**config.mk**
```make
export PLATFORM = sky130hd
export DESIGN_NAME = camera_capture_flat
export DESIGN_NICKNAME = d
export VERILOG_FILES = /design/src/rtl/camera_capture_if.sv /design/src/rtl/camera_capture.sv /design/src/flat_wrapper.sv
export SDC_FILE = /design/constraint.sdc
export NUM_CORES = 1
export LEC_CHECK = 0
export ABC_AREA = 0
export CAP_MARGIN = 5
export CORE_MARGIN = 4
export CORE_UTILIZATION = 30
export CTS_CLUSTER_DIAMETER = 50
export DETAILED_ROUTE_END_ITERATION = 6
export HOLD_SLACK_MARGIN = 0.06
export PLACE_DENSITY = 0.63
export SLEW_MARGIN = 20
export SYNTH_ARGS = -nofsm -noshare
export SYNTH_HDL_FRONTEND = slang
export SYNTH_SLANG_ARGS = --single-unit
export TNS_END_PERCENT = 1
```
**constraint.sdc**
```tcl
create_clock -name clock -period 1.83 [get_ports clock]
set_input_delay 0.2745 -clock clock [delete_from_list [all_inputs] [get_ports clock]]
set_output_delay 0.2745 -clock clock [all_outputs]
set_load 0.01 [all_outputs]
```
**src/rtl/camera_capture_if.sv**
```systemverilog
// Framebuffer write port: a single-cycle strobe carrying one luma pixel
// and its destination coordinates. The capture block drives it (master),
// the framebuffer consumes it (slave).
interface camera_capture_if;
  logic        write_enable;
  logic [7:0]  data_in;
  logic [10:0] data_in_x;
  logic [10:0] data_in_y;

  modport master (
    output write_enable,
    output data_in,
    output data_in_x,
    output data_in_y
  );

  modport slave (
    input write_enable,
    input data_in,
    input data_in_x,
    input data_in_y
  );
endinterface

```
**src/rtl/camera_capture.sv**
```systemverilog
// Camera capture front end: turns the synchronised YUV422 byte stream into
// decimated luma pixel writes for the 320x240 framebuffer. Frames are armed
// by capture_enable while vsync is high and captured between vsync falling
// and the next vsync rising.
module camera_capture #(
  parameter int SRC_WIDTH  = 640,
  parameter int SRC_HEIGHT = 480,
  parameter int DECIM      = 2,
  parameter int Y_PHASE    = 0
) (
  input  logic              clock,
  input  logic              reset,
  input  logic              capture_enable,
  input  logic              cam_pclk,
  input  logic              cam_href,
  input  logic              cam_vsync,
  input  logic [7:0]        cam_data,
  camera_capture_if.master  fb,
  output logic              frame_done,
  output logic [7:0]        frame_count,
  output logic              busy
);

  typedef enum logic [1:0] {
    IDLE   = 2'd0,
    SYNC   = 2'd1,
    ACTIVE = 2'd2
  } state_t;

  localparam logic [10:0] X_LIMIT = 11'(SRC_WIDTH);
  localparam logic [10:0] Y_LIMIT = 11'(SRC_HEIGHT);
  localparam logic [10:0] SAT     = 11'h7FF;
  localparam logic        HALVE   = (DECIM == 2);
  localparam logic        Y_SLOT  = (Y_PHASE != 0);

  state_t      state;
  state_t      state_next;
  logic        pclk_q;
  logic        href_q;
  logic [10:0] src_x;
  logic [10:0] src_y;
  logic        byte_phase;

  logic        pclk_rise;
  logic        href_fall;
  logic        capturing;
  logic        sample;
  logic        is_luma;
  logic        in_range;
  logic        on_grid;
  logic        write_hit;
  logic        frame_end;

  // Byte strobes and the write qualification for the current cycle; vsync
  // takes priority so nothing is captured on the cycle the frame closes.
  always_comb begin
    pclk_rise = cam_pclk & ~pclk_q;
    href_fall = href_q & ~cam_href;
    capturing = (state == ACTIVE) && !cam_vsync;
    sample    = capturing && pclk_rise && cam_href;
    is_luma   = (byte_phase == Y_SLOT);
    in_range  = (src_x < X_LIMIT) && (src_y < Y_LIMIT);
    on_grid   = !HALVE || (!src_x[0] && !src_y[0]);
    write_hit = sample && is_luma && in_range && on_grid;
    frame_end = (state == ACTIVE) && cam_vsync;
  end

  // Frame state: arm during vsync blanking, capture between vsync edges.
  always_comb begin
    state_next = state;
    case (state)
      IDLE:    if (capture_enable && cam_vsync) state_next = SYNC;
      SYNC:    if (!cam_vsync) state_next = ACTIVE;
      ACTIVE:  if (cam_vsync) state_next = capture_enable ? SYNC : IDLE;
      default: state_next = IDLE;
    endcase
  end

  // State register.
  always_ff @(posedge clock) begin
    if (reset) state <= IDLE;
    else       state <= state_next;
  end

  // Previous pclk/href levels for edge detection.
  always_ff @(posedge clock) begin
    if (reset) begin
      pclk_q <= 1'b0;
      href_q <= 1'b0;
    end else begin
      pclk_q <= cam_pclk;
      href_q <= cam_href;
    end
  end

  // Source position tracking; cleared while waiting for the frame to start.
  always_ff @(posedge clock) begin
    if (reset) begin
      src_x      <= '0;
      src_y      <= '0;
      byte_phase <= 1'b0;
    end else if (state == SYNC) begin
      src_x      <= '0;
      src_y      <= '0;
      byte_phase <= 1'b0;
    end else if (capturing && href_fall) begin
      src_x      <= '0;
      byte_phase <= 1'b0;
      if (src_y != SAT) src_y <= src_y + 11'd1;
    end else if (sample) begin
      byte_phase <= ~byte_phase;
      if (is_luma && src_x != SAT) src_x <= src_x + 11'd1;
    end
  end

  // Registered framebuffer write; coordinates and data hold between writes.
  always_ff @(posedge clock) begin
    if (reset) begin
      fb.write_enable <= 1'b0;
      fb.data_in      <= '0;
      fb.data_in_x    <= '0;
      fb.data_in_y    <= '0;
    end else begin
      fb.write_enable <= write_hit;
      if (write_hit) begin
        fb.data_in   <= cam_data;
        fb.data_in_x <= HALVE ? (src_x >> 1) : src_x;
        fb.data_in_y <= HALVE ? (src_y >> 1) : src_y;
      end
    end
  end

  // End-of-frame pulse and completed frame counter.
  always_ff @(posedge clock) begin
    if (reset) begin
      frame_done  <= 1'b0;
      frame_count <= '0;
    end else begin
      frame_done <= frame_end;
      if (frame_end) frame_count <= frame_count + 8'd1;
    end
  end

  assign busy = (state == ACTIVE);

endmodule
```
**src/flat_wrapper.sv**
```systemverilog
// flat-port wrapper written by rule: the top's interface ports become plain ports
module camera_capture_flat 
#(
  parameter int SRC_WIDTH  = 640,
  parameter int SRC_HEIGHT = 480,
  parameter int DECIM      = 2,
  parameter int Y_PHASE    = 0
)
  (clock, reset, capture_enable, cam_pclk, cam_href, cam_vsync, cam_data, frame_done, frame_count, busy, fb_write_enable, fb_data_in, fb_data_in_x, fb_data_in_y);
  camera_capture_if fb_i ();
  input  logic clock;
  input  logic reset;
  input  logic capture_enable;
  input  logic cam_pclk;
  input  logic cam_href;
  input  logic cam_vsync;
  input  logic [7:0] cam_data;
  output logic frame_done;
  output logic [7:0] frame_count;
  output logic busy;
  output wire logic [$bits(fb_i.write_enable)-1:0] fb_write_enable;
  output wire logic [$bits(fb_i.data_in)-1:0] fb_data_in;
  output wire logic [$bits(fb_i.data_in_x)-1:0] fb_data_in_x;
  output wire logic [$bits(fb_i.data_in_y)-1:0] fb_data_in_y;
  assign fb_write_enable = fb_i.write_enable;
  assign fb_data_in = fb_i.data_in;
  assign fb_data_in_x = fb_i.data_in_x;
  assign fb_data_in_y = fb_i.data_in_y;
  camera_capture #(.SRC_WIDTH(SRC_WIDTH), .SRC_HEIGHT(SRC_HEIGHT), .DECIM(DECIM), .Y_PHASE(Y_PHASE)) u_core (.clock(clock), .reset(reset), .capture_enable(capture_enable), .cam_pclk(cam_pclk), .cam_href(cam_href), .cam_vsync(cam_vsync), .cam_data(cam_data), .fb(fb_i), .frame_done(frame_done), .frame_count(frame_count), .busy(busy));
endmodule
```
[After elaboration in Yosys (flattened, before gate mapping)]
Cells that the tools add are included.
Operators by class
  add/subtract/negate cells: 3
  $lt $le $gt $ge: 2
  equal/unequal tests: 7
  mux-type cells: 5
  bitwise gates (word level): 5
  reduce and logical (&&, ||, !) cells: 21
Operator list (number)
  adder 11 x 1 -> 11 bit (second input constant): 2
  inequality test 11 bit (second input constant): 2
  logical AND 1 bit: 12
  < comparator 11 x 10 -> 1 bit (second input constant): 1
  < comparator 11 x 9 -> 1 bit (second input constant): 1
  adder 8 x 1 -> 8 bit (second input constant): 1
  two-way mux 2 bit: 3
  case mux 2 bit (3 select lines): 1
  inequality test 2 bit (second input constant): 2
  AND reduction 2 bit: 2
  zero test 1 bit: 3
  inverter 1 bit: 3
  AND reduction 3 bit: 1
  OR reduction 3 bit: 1
  bitwise AND 1 bit: 2
  equality test 2 x 1 -> 1 bit (second input constant): 1
  equality test 2 bit (second input constant): 1
  zero test 2 bit: 1
  inequality test 2 x 1 -> 1 bit (second input constant): 1
  OR reduction 2 bit: 1
  two-way mux 1 bit: 1
Storage, ports and cells
  register bits after elaboration: 65
  input port bits: 14
  output and inout port bits: 41
  word-level logic and storage cells: 55

[Logic depth before layout (Yosys ltp)]
Gate-level depths: netlist of the first run.
  depth in word-level cells: 7
  gate-level depth with buffers: 6
  gate-level depth less buffers: 5

[Worst setup path before layout of the first run]
Ideal clock, no wire load.
  path type: flip-flop to flip-flop
  start: register u_core.state[0]
  end: register u_core.src_y[9]
  library setup time: 0.071 ns
  arrival time: 1.815 ns
  path slack: -0.056 ns
  cell stages (with the launch flop): 5
  cell sequence: dfxtp_1 or3b_1 or4_4 or4_1 a21oi_1
Between the ends
  longest elaborated chain between the ends: 4
  elaborated cells on any way between the ends: 6
  classes of those cells: eq/ne (2); reduce/logical (4)
RTL lines
  from (decl): RTL line camera_capture.sv:36  | state_t state;
  from (signal assigned): RTL line camera_capture.sv:82  | else state <= state_next;
  equality test 2 bit: RTL line camera_capture.sv:59  | capturing = (state == ACTIVE) && !cam_vsync;
  logical AND 1 bit: RTL line camera_capture.sv:59
  logical AND 1 bit: RTL line camera_capture.sv:106  | end else if (capturing && href_fall) begin
  AND reduction 2 bit (no line)
  to (signal assigned): RTL line camera_capture.sv:109  | if (src_y != SAT) src_y <= src_y + 11'd1;
  to (decl): RTL line camera_capture.sv:41  | logic [10:0] src_y;
Several ways; a longest one is shown, not always the timed one.
A chain may end at the register's enable or synchronous reset.

[Final worst setup path of the first run]
  start: register u_core.state[1]
  end: register u_core.src_y[7]
Same word-level chain as after synthesis.

==> flow_metrics.py, run 1 <==
metrics = {
    "sta": {
        "fmax_ghz": 0.550,
        "slew_headroom_pct": 66.9,
        "rsz0062_at_grt": "true",
        "setup_tns_ns": 0,
        "hold_viol": 0,
        "period_needed_ns": 1.82,
        "period_share_pct": 99.4,
        "setup_viol": 0,
        "skew_ns": 0.0108,
        "worst_pin_slew_ns": 0.492,
        "maxSlewViolCount": 0,
    },
    "drt": {
        "drt-vias-per-instance": 5.21,
        "antenna_left": 0,
        "drtPass1Iterations": 4,
        "wl_mm": 7.57,
        "drc": 0,
        "wl_per_cell_um": 14.4,
        "drt_first_iter_violations": 139,
        "vias": 2731,
    },
    "pwr": {
        "ir_drop_mv": 0.350,
        "finalPower_uw": 2720,
        "p_sw_share_pct": 22.4,
        "pwr-share-comb_pct": 4.6,
        "p_leak_uw": 0.00137,
        "clockPowerShare_pct": 43.0,
        "switchingPower_uw": 608,
        "p_int_uw": 2110,
        "seq_power_share_pct": 52.4,
        "p_per_area_mw_per_mm2": 695,
    },
    "floorplan": {
        "rows": 34,
        "initial_core_util_pct": 31.2,
        "ios": 55,
        "die_w_um": 104,
        "die_h_um": 104,
        "die_area_mm2": 0.0108,
        "core_mm2": 0.00885,
    },
    "layout": {
        "drive_above_1_share_pct": 17.5,
        "postLayoutCellArea_mm2": 0.00391,
        "nets": 428,
        "antenna_cells": 0,
        "syn_to_final_growth_pct": 41.5,
    },
    "place": {
        "place_area_mm2": 0.00368,
        "gp_congestion": 0.875,
        "dp_hpwl_mm": 5.53,
        "io_buffers": 52,
    },
    "logic_synthesis": {
        "synth_area_per_cell_um2": 8.61,
        "synth_cell_types": 47,
        "synth-edff-count": 0,
        "synth_area_mm2": 0.00276,
        "synth_xor_area_share_pct": 2.22,
        "synth_fa_ha_area_share_pct": 1.36,
        "synth-compound-area-share_pct": 18.5,
        "yosys.area_share.simple_pct": 26.0,
        "muxShareOfSynthArea_pct": 1.09,
        "synth-main-ff-cell": "dfxtp_1",
        "ys_seq_area_share_pct": 47.1,
        "synth-seq-cells": 65,
        "yosys_warnings": 0,
        "syn-instance-count": 321,
        "synth_async_sr_flop_share_pct": 0,
        "synth_top_family_by_area": "simple AND/OR/NAND/NOR gates",
    },
    "clock_tree": {
        "clockBufferDepth": 2,
        "cts_sinks": 65,
        "clk_pin_slew_ns": 0.07,
        "cts_buffers": 9,
        "ctsHtreeMaxLevel": 3,
        "cts_tree": "built",
        "cts-root-buf": "clkbuf_8",
        "clock_latency_ns": 0.34,
        "postCtsSetupRepairBufs": 0,
    },
    "critical_path": {
        "critPathKind": "reg -> reg",
        "r2r-start": "u_core.state[1]$_SDFFE_PP0P_",
        "required_ns": 2.06,
        "crit_path_end_kind": "register",
        "start_kind": "register",
        "worst-r2r-setup-slack_ns": 0.01,
        "startpoint": "u_core.state[1]$_SDFFE_PP0P_",
        "cp.arrival_ns": 2.05,
        "cp_max_fo": 6,
    },
    "grt": {
        "grt_usage_pct": 14.4,
        "grt_max_degree": 21,
        "globalRouteOverflowTotal": 0,
        "grt_pass1_wl_mm": 12.9,
        "grt_pass1_vias": 2617,
        "antenna_found_initial": 0,
    },
    "job": {
        "maxCapViolations": 0,
    },
    "worst_hold_path": {
        "hold_path.class": "in -> reg",
        "hold_start": "cam_href",
    },
    "run_status": {
        "outcome": "completed",
    },
}
-- logic make-up (layout without fill, tap and decap cells) --
group	count (synthesis)	after routing
mux	3	3
xor+xnor	7	7
fa+ha+maj	3	3
buf+inv	24	118
flops	65	65
simple gates	127	127
compound gates	91	91
other cells	1	2
-- flip-flops by register name (all words and copies together), names as in the netlist --
register / cells
u_core.href_q: 1
u_core.frame_count: 8
u_core.pclk_q: 1
u_core.byte_phase: 1
u_core.fb.data_in_y: 10
u_core.fb.data_in_x: 10
u_core.src_y: 11
u_core.frame_done: 1
u_core.fb.write_enable: 1
u_core.src_x: 11
u_core.state: 2
u_core.fb.data_in: 8
-- metal layers --
metal | track usage, % | share of wire, % | routed length, um
met1 | 19.6 | 47 | 3550
met2 | 22.8 | 47 | 3590
met3 | 4.03 | 4.8 | 362
met4 | 2.85 | 0.92 | 70
met5 | 0 | 0 | 0
-- stage by stage --
stage               setup slack, ns  utilization, %  instances  hold slack (ns)
CTS                         0.00692            43.7        524            0.398
floorplan                    0.0895               -        322            0.346
global route                -0.0376            44.2        524            0.281
detailed placement           -0.396            41.6        508            0.463
finish                       0.0106            44.2        524            0.301
global placement             -0.384            41.6        508            0.460
-- worst paths after layout --
path / endpoint / cells past startpoint
setup / recovery: u_core.src_y[7]$_SDFFE_PP0P_ / 5
hold / removal: u_core.href_q$_SDFF_PP0_ / 2
hold reg to reg: u_core.fb.data_in_y[4]$_SDFFE_PP0P_ / 2
setup reg to reg: u_core.src_y[7]$_SDFFE_PP0P_ / 5
-- placed cells by master, fill, tap and decap left out, types with 6 or more instances in the layout --
cell,synthesis,routed
o21ai_0,30,30
clkbuf_8,0,9
nor3_1,6,6
nand2_1,16,15
inv_1,6,6
a21oi_1,39,38
nand3_1,34,34
nand4_1,9,9
clkdlybuf4s50_1,0,49
buf_4,2,44
nor2_1,16,15
xor2_1,6,6
dfxtp_1,65,63
or4_1,8,8
o31ai_1,9,9
and3_1,6,6
-- synthesized netlist by cell type, drive strengths merged, types with 6 or more instances --
| library cell | instances | area share [%] |
|---|---|---|
| inv | 6 | 0.81 |
| xor2 | 6 | 1.9 |
| nand4 | 9 | 2.0 |
| nand3 | 34 | 6.2 |
| dfxtp | 65 | 47 |
| and3 | 6 | 1.4 |
| a21oi | 39 | 7.1 |
| o21ai | 31 | 5.6 |
| clkbuf | 13 | 1.8 |
| nor3 | 6 | 1.1 |
| or4 | 9 | 2.6 |
| o31ai | 9 | 2.4 |
| nor2 | 16 | 2.2 |
| nand2 | 16 | 2.2 |
-- worst max-delay path, stage by stage (launching register included) --
cell and delay (ns):
dfxtp_4 0.37, or3b_4 0.38, or4_4 0.44, buf_4 0.16
o31ai_1 0.26, a21oi_2 0.09
-- layout make-up --
cell class | count | area (um^2)
timing repair buffer | 96 | 851
fill | 882 | 4940
tap | 108 | 135
clock inverter | 5 | 56.3
clock buffer | 11 | 131
sequential | 65 | 1310
inverter | 6 | 22.5
multi-input combinational | 233 | 1410
-- power groups by stage --
stage	logic, uW	registers, uW	clock network [uW]
2_1_floorplan	46.3	1460	0
3_3_place_gp	120	1460	0
3_5_place_dp	122	1460	0
4_1_cts	121	1420	1200
5_1_grt	136	1420	1270
6_report	125	1420	1170
-- what timing repair did --
item | in CTS | in global routing
hold buffers | 0 | 0
endpoints found under the setup margin | 5 | 21
gates resized for setup | 2 | 13
pin swaps | 0 | 2
Power figures use the tool's default switching activity.
==> run 2, diff against run 1 <==
--- a/config.mk
+++ b/config.mk
@@ -9,10 +9,9 @@
 export CAP_MARGIN = 5
 export CORE_MARGIN = 4
 export CORE_UTILIZATION = 30
-export CTS_CLUSTER_DIAMETER = 50
+export CTS_CLUSTER_SIZE = 10
 export DETAILED_ROUTE_END_ITERATION = 6
 export HOLD_SLACK_MARGIN = 0.06
-export PLACE_DENSITY = 0.63
 export SLEW_MARGIN = 20
 export SYNTH_ARGS = -nofsm -noshare
 export SYNTH_HDL_FRONTEND = slang
==> flow_metrics.py, run 2 (same netlist as run 1, synthesis figures left out) <==
metrics = {
    "clock_tree": {
        "clock_latency_ns": 0.34,
        "cts_sinks": 65,
        "clockBufferDepth": 2,
        "cts-root-buf": "clkbuf_8",
        "cts_tree": "built",
        "ctsHtreeMaxLevel": 3,
        "clk_pin_slew_ns": 0.08,
        "cts_buffers": 9,
    },
    "floorplan": {
        "ios": 55,
        "die_area_mm2": 0.0108,
        "die_h_um": 104,
        "die_w_um": 104,
        "core_mm2": 0.00885,
        "rows": 34,
        "initial_core_util_pct": 31.2,
    },
    "drt": {
        "wl_mm": 7.69,
        "drt-vias-per-instance": 5.25,
        "vias": 2761,
        "drc": 0,
        "wl_per_cell_um": 14.6,
        "drtPass1Iterations": 4,
        "drt_first_iter_violations": 131,
        "antenna_left": 0,
    },
    "layout": {
        "antenna_cells": 0,
        "top_regs": "u_core.src_x x11, u_core.src_y x11",
        "syn_to_final_growth_pct": 42.6,
        "drive_above_1_share_pct": 17.7,
        "fill_cells": 892,
        "final_common_cell": "dfxtp_1",
        "nets": 430,
        "fin_cells": 526,
        "fin_util_pct": 44.5,
        "layout_common_cells": "dfxtp_1 (64), clkdlybuf4s50_1 (49), buf_4 (46), a21oi_1 (38), nand3_1 (33)",
        "postLayoutCellArea_mm2": 0.00394,
    },
    "critical_path": {
        "required_ns": 2.10,
        "critPathKind": "in -> reg",
        "crit_path_end_kind": "register",
        "start_kind": "input pin",
        "cp.arrival_ns": 2.02,
        "cp_max_fo": 4,
    },
    "place": {
        "gp_congestion": 0.892,
        "place_area_mm2": 0.00370,
        "io_buffers": 52,
        "place_worst_setup_slack_ns": -0.427,
        "dp_hpwl_mm": 5.68,
        "numPlacedInstances": 510,
    },
    "sta": {
        "fmax_ghz": 0.572,
        "setup_viol": 0,
        "rsz0062_at_grt": "false",
        "hold_viol": 0,
        "slew_headroom_pct": 64.0,
        "worst_pin_slew_ns": 0.536,
        "timing.final.ws_setup_ns": 0.0832,
        "period_share_pct": 95.5,
        "period_needed_ns": 1.75,
        "skew_ns": 0.00887,
        "maxSlewViolCount": 0,
    },
    "pwr": {
        "ir_drop_mv": 0.384,
        "p_leak_uw": 0.00141,
        "p_per_area_mw_per_mm2": 713,
    },
    "grt": {
        "grt_max_degree": 25,
        "grt_pass1_vias": 2761,
        "grt_usage_pct": 14.5,
        "antenna_found_initial": 0,
        "grt_pass1_wl_mm": 13.2,
        "globalRouteOverflowTotal": 0,
    },
    "worst_hold_path": {
        "hold_path.class": "in -> reg",
    },
    "run_status": {
        "outcome": "completed",
    },
    "job": {
        "maxCapViolations": 0,
    },
}
-- run 2: worst paths after layout --
kind / slack (ns) / to / cells after the start / from
max: 0.08 / u_core.src_x[6]$_SDFFE_PP0P_ / 6 / cam_pclk
max reg2reg: 0.09 / u_core.src_y[9]$_SDFFE_PP0P_ / 4 / u_core.state[1]$_SDFFE_PP0P_
min reg2reg: 0.47 / u_core.fb.data_in_y[7]$_SDFFE_PP0P_ / 2 / u_core.fb.data_in_y[7]$_SDFFE_PP0P_
min: 0.29 / u_core.state[1]$_SDFFE_PP0P_ / 3 / cam_vsync
-- run 2: report_power, final --
part           internal (uW)  switching (uW)
Combinational           63.0            61.5
Clock                    704             557
Sequential              1420            4.11
Total                   2190             623
-- run 2: worst max-delay path, cell delays in order --
cell             delay [ns]
clkdlybuf4s50_1        0.47
nor4bb_4               0.29
buf_4                  0.17
nand3_2                0.11
or4_1                  0.54
a21oi_1                0.16
-- run 2: timing repair --
item,in CTS,in global routing
pin swaps,0,2
resized for setup,3,8
setup endpoints to repair,2,6
hold buffers,0,0
buffers inserted,0,0
-- run 2: metrics by stage --
step | hold slack, ns | power [uW] | setup TNS, ns
CTS | 0.394 | 2840 | 0
global route | 0.296 | 2920 | 0
global placement | 0.457 | 1580 | -11.10
detailed placement | 0.469 | 1580 | -11.62
floorplan | 0.346 | 1500 | 0
finish | 0.288 | 2810 | 0
-- run 2: metal layers --
layer	global-route usage (%)	part of all wire, %	vias to the layer above
li1	-	-	1375
met1	18.2	45	1312
met2	24.6	49	68
met3	2.92	5.0	6
met4	5.13	0.84	0
met5	0	0	-
-- run 2: area by class of cell --
class	instances	area, um^2	share of cell area [%]
timing repair buffer	98	870	22.1
tap	108	135	3.43
clock inverter	4	51.3	1.30
inverter	6	22.5	0.571
multi-input combinational	233	1410	35.7
clock buffer	12	155	3.94
sequential	65	1300	33.0
==> run 3, diff against run 2 <==
--- a/config.mk
+++ b/config.mk
@@ -9,8 +9,10 @@
 export CAP_MARGIN = 5
 export CORE_MARGIN = 4
 export CORE_UTILIZATION = 30
+export CTS_BUF_LIST = sky130_fd_sc_hd__clkbuf_8
 export CTS_CLUSTER_SIZE = 10
 export DETAILED_ROUTE_END_ITERATION = 6
+export GPL_TIMING_DRIVEN = 0
 export HOLD_SLACK_MARGIN = 0.06
 export SLEW_MARGIN = 20
 export SYNTH_ARGS = -nofsm -noshare
==> flow_metrics.py, run 3 (same netlist as run 1, synthesis figures left out) <==
metrics = {
    "run_status": {
        "outcome": "finished with violations",
        "violations": "negative setup slack",
    },
    "critical_path": {
        "crit_buf_inv": 0,
        "crit_path_top_delay_cell": "or4_4",
        "start_kind": "register",
        "cp_slowest_stage_delay_ns": 0.47,
        "cp.arrival_ns": 2.15,
        "crit_path_end_kind": "register",
        "worstSetupPathDepth": 4,
        "critPathKind": "reg -> reg",
        "required_ns": 2.10,
        "cp_common_cell": "or4_4",
        "path_cells": "or3b_4, or4_4, or4_4, a21oi_2",
        "path_delay_family": "simple AND/OR/NAND/NOR gates",
        "cp_max_fo": 6,
        "r2r_cells": 4,
    },
    "drt": {
        "drtPass1Iterations": 4,
        "drc": 0,
        "wl_mm": 7.46,
        "wl_per_cell_um": 14.9,
        "drt_first_iter_violations": 90,
        "vias": 2626,
        "antenna_left": 0,
        "drt-vias-per-instance": 5.25,
    },
    "grt": {
        "grt_usage_pct": 14.0,
        "grt_pass1_wl_mm": 12.7,
        "grt_max_degree": 11,
        "antenna_found_initial": 0,
        "grt_pass1_vias": 2602,
        "globalRouteOverflowTotal": 0,
    },
    "clock_tree": {
        "clock_latency_ns": 0.34,
        "cts_sinks": 65,
        "cts-root-buf": "clkbuf_8",
        "cts_tree": "built",
        "clk_pin_slew_ns": 0.07,
        "ctsHtreeMaxLevel": 3,
        "clockBufferDepth": 2,
        "hold_buffers": 0,
        "cts_buffers": 9,
    },
    "floorplan": {
        "initial_core_util_pct": 31.2,
        "die_area_mm2": 0.0108,
        "die_w_um": 104,
        "die_h_um": 104,
        "rows": 34,
        "ios": 55,
        "core_mm2": 0.00885,
    },
    "pwr": {
        "pwr-share-comb_pct": 3.6,
        "clockPowerShare_pct": 47.8,
        "p_sw_share_pct": 20.3,
        "seq_power_share_pct": 48.7,
        "finalPower_uw": 2930,
        "p_leak_uw": 0.00125,
        "p_int_uw": 2330,
        "p_per_area_mw_per_mm2": 778,
        "switchingPower_uw": 594,
        "ir_drop_mv": 0.413,
    },
    "sta": {
        "worst_pin_slew_ns": 0.824,
        "skew_ns": 0.0121,
        "rsz0062_at_grt": "true",
        "hold_viol": 0,
        "period_share_pct": 103,
        "fmax_ghz": 0.530,
        "timing.final.ws_setup_ns": -0.0555,
        "setup_tns_ns": -0.0972,
        "slew_headroom_pct": 44.8,
        "hold_ws_ns": 0.428,
        "period_needed_ns": 1.89,
        "maxSlewViolCount": 0,
        "setup_viol": 2,
    },
    "place": {
        "gp_congestion": 0.831,
        "io_buffers": 52,
        "dp_hpwl_mm": 5.27,
    },
    "layout": {
        "nets": 405,
        "layout_common_cells": "dfxtp_1 (59), clkdlybuf4s50_1 (50), a21oi_1 (38), nand3_1 (33), o21ai_0 (30)",
        "final_common_cell": "dfxtp_1",
        "syn_to_final_growth_pct": 35.9,
        "antenna_cells": 0,
        "top_regs": "u_core.src_x x11, u_core.src_y x11",
        "drive_above_1_share_pct": 12.8,
    },
    "worst_hold_path": {
        "holdPathStages": 2,
        "hold_path.class": "in -> reg",
    },
    "job": {
        "maxCapViolations": 0,
    },
}
## run 3: repair_timing
action,CTS,global route
setup buffers,0,4
pin swaps,4,4
endpoints found under the setup margin,46,40
resized for setup,16,18
## run 3: final cells by class
type	instances	area (um^2)
Buffer	17	88.8
Clock buffer	12	165
Clock inverter	3	63.8
Fill cell	911	5090
Inverter	6	22.5
Multi-Input combinational cell	233	1420
Sequential cell	65	1310
Tap cell	108	135
Timing Repair Buffer	56	548
## run 3: through the flow
step	setup WS, ns	instance area, um^2	std cells	util [%]
2_1_floorplan	0.0895	2770	322	-
3_3_place_gp	-0.793	3430	482	38.7
3_5_place_dp	-0.833	3430	482	38.7
4_1_cts	-0.0563	3700	496	41.8
5_1_grt	-0.0941	3760	500	42.5
6_report	-0.0555	3760	500	42.5
## run 3: power groups by stage
stage / Clock [uW] / Combinational (uW) / Sequential (uW)
2_1_floorplan: 0 / 46.3 / 1460
3_5_place_dp: 0 / 99.7 / 1460
3_3_place_gp: 0 / 99.3 / 1460
4_1_cts: 1430 / 103 / 1430
5_1_grt: 1490 / 113 / 1420
6_report: 1400 / 104 / 1420
## run 3: worst paths after layout
path                                                          end  slack [ns]                         startpoint
worst min register to register  u_core.fb.data_in[6]$_SDFFE_PP0P_        0.48  u_core.fb.data_in[6]$_SDFFE_PP0P_
worst min-delay path                 u_core.state[1]$_SDFFE_PP0P_        0.43                          cam_vsync
worst max-delay path                 u_core.src_y[7]$_SDFFE_PP0P_       -0.06       u_core.state[0]$_SDFFE_PP0P_
worst max register to register       u_core.src_y[7]$_SDFFE_PP0P_       -0.06       u_core.state[0]$_SDFFE_PP0P_
## run 3: worst register-to-register path, stage by stage (launching register included)
cell     delay (ns)
dfxtp_4        0.37
or3b_4         0.41
or4_4          0.47
or4_4          0.44
a21oi_2        0.14
## run 3: routing by layer
layer / track usage [%] / wire length [um] / vias to the layer above
li1: - / - / 1323
met4: 4.08 / 87 / 0
met1: 17.8 / 3460 / 1250
met3: 3.91 / 301 / 7
met5: 0 / 0 / -
met2: 23.2 / 3620 / 46
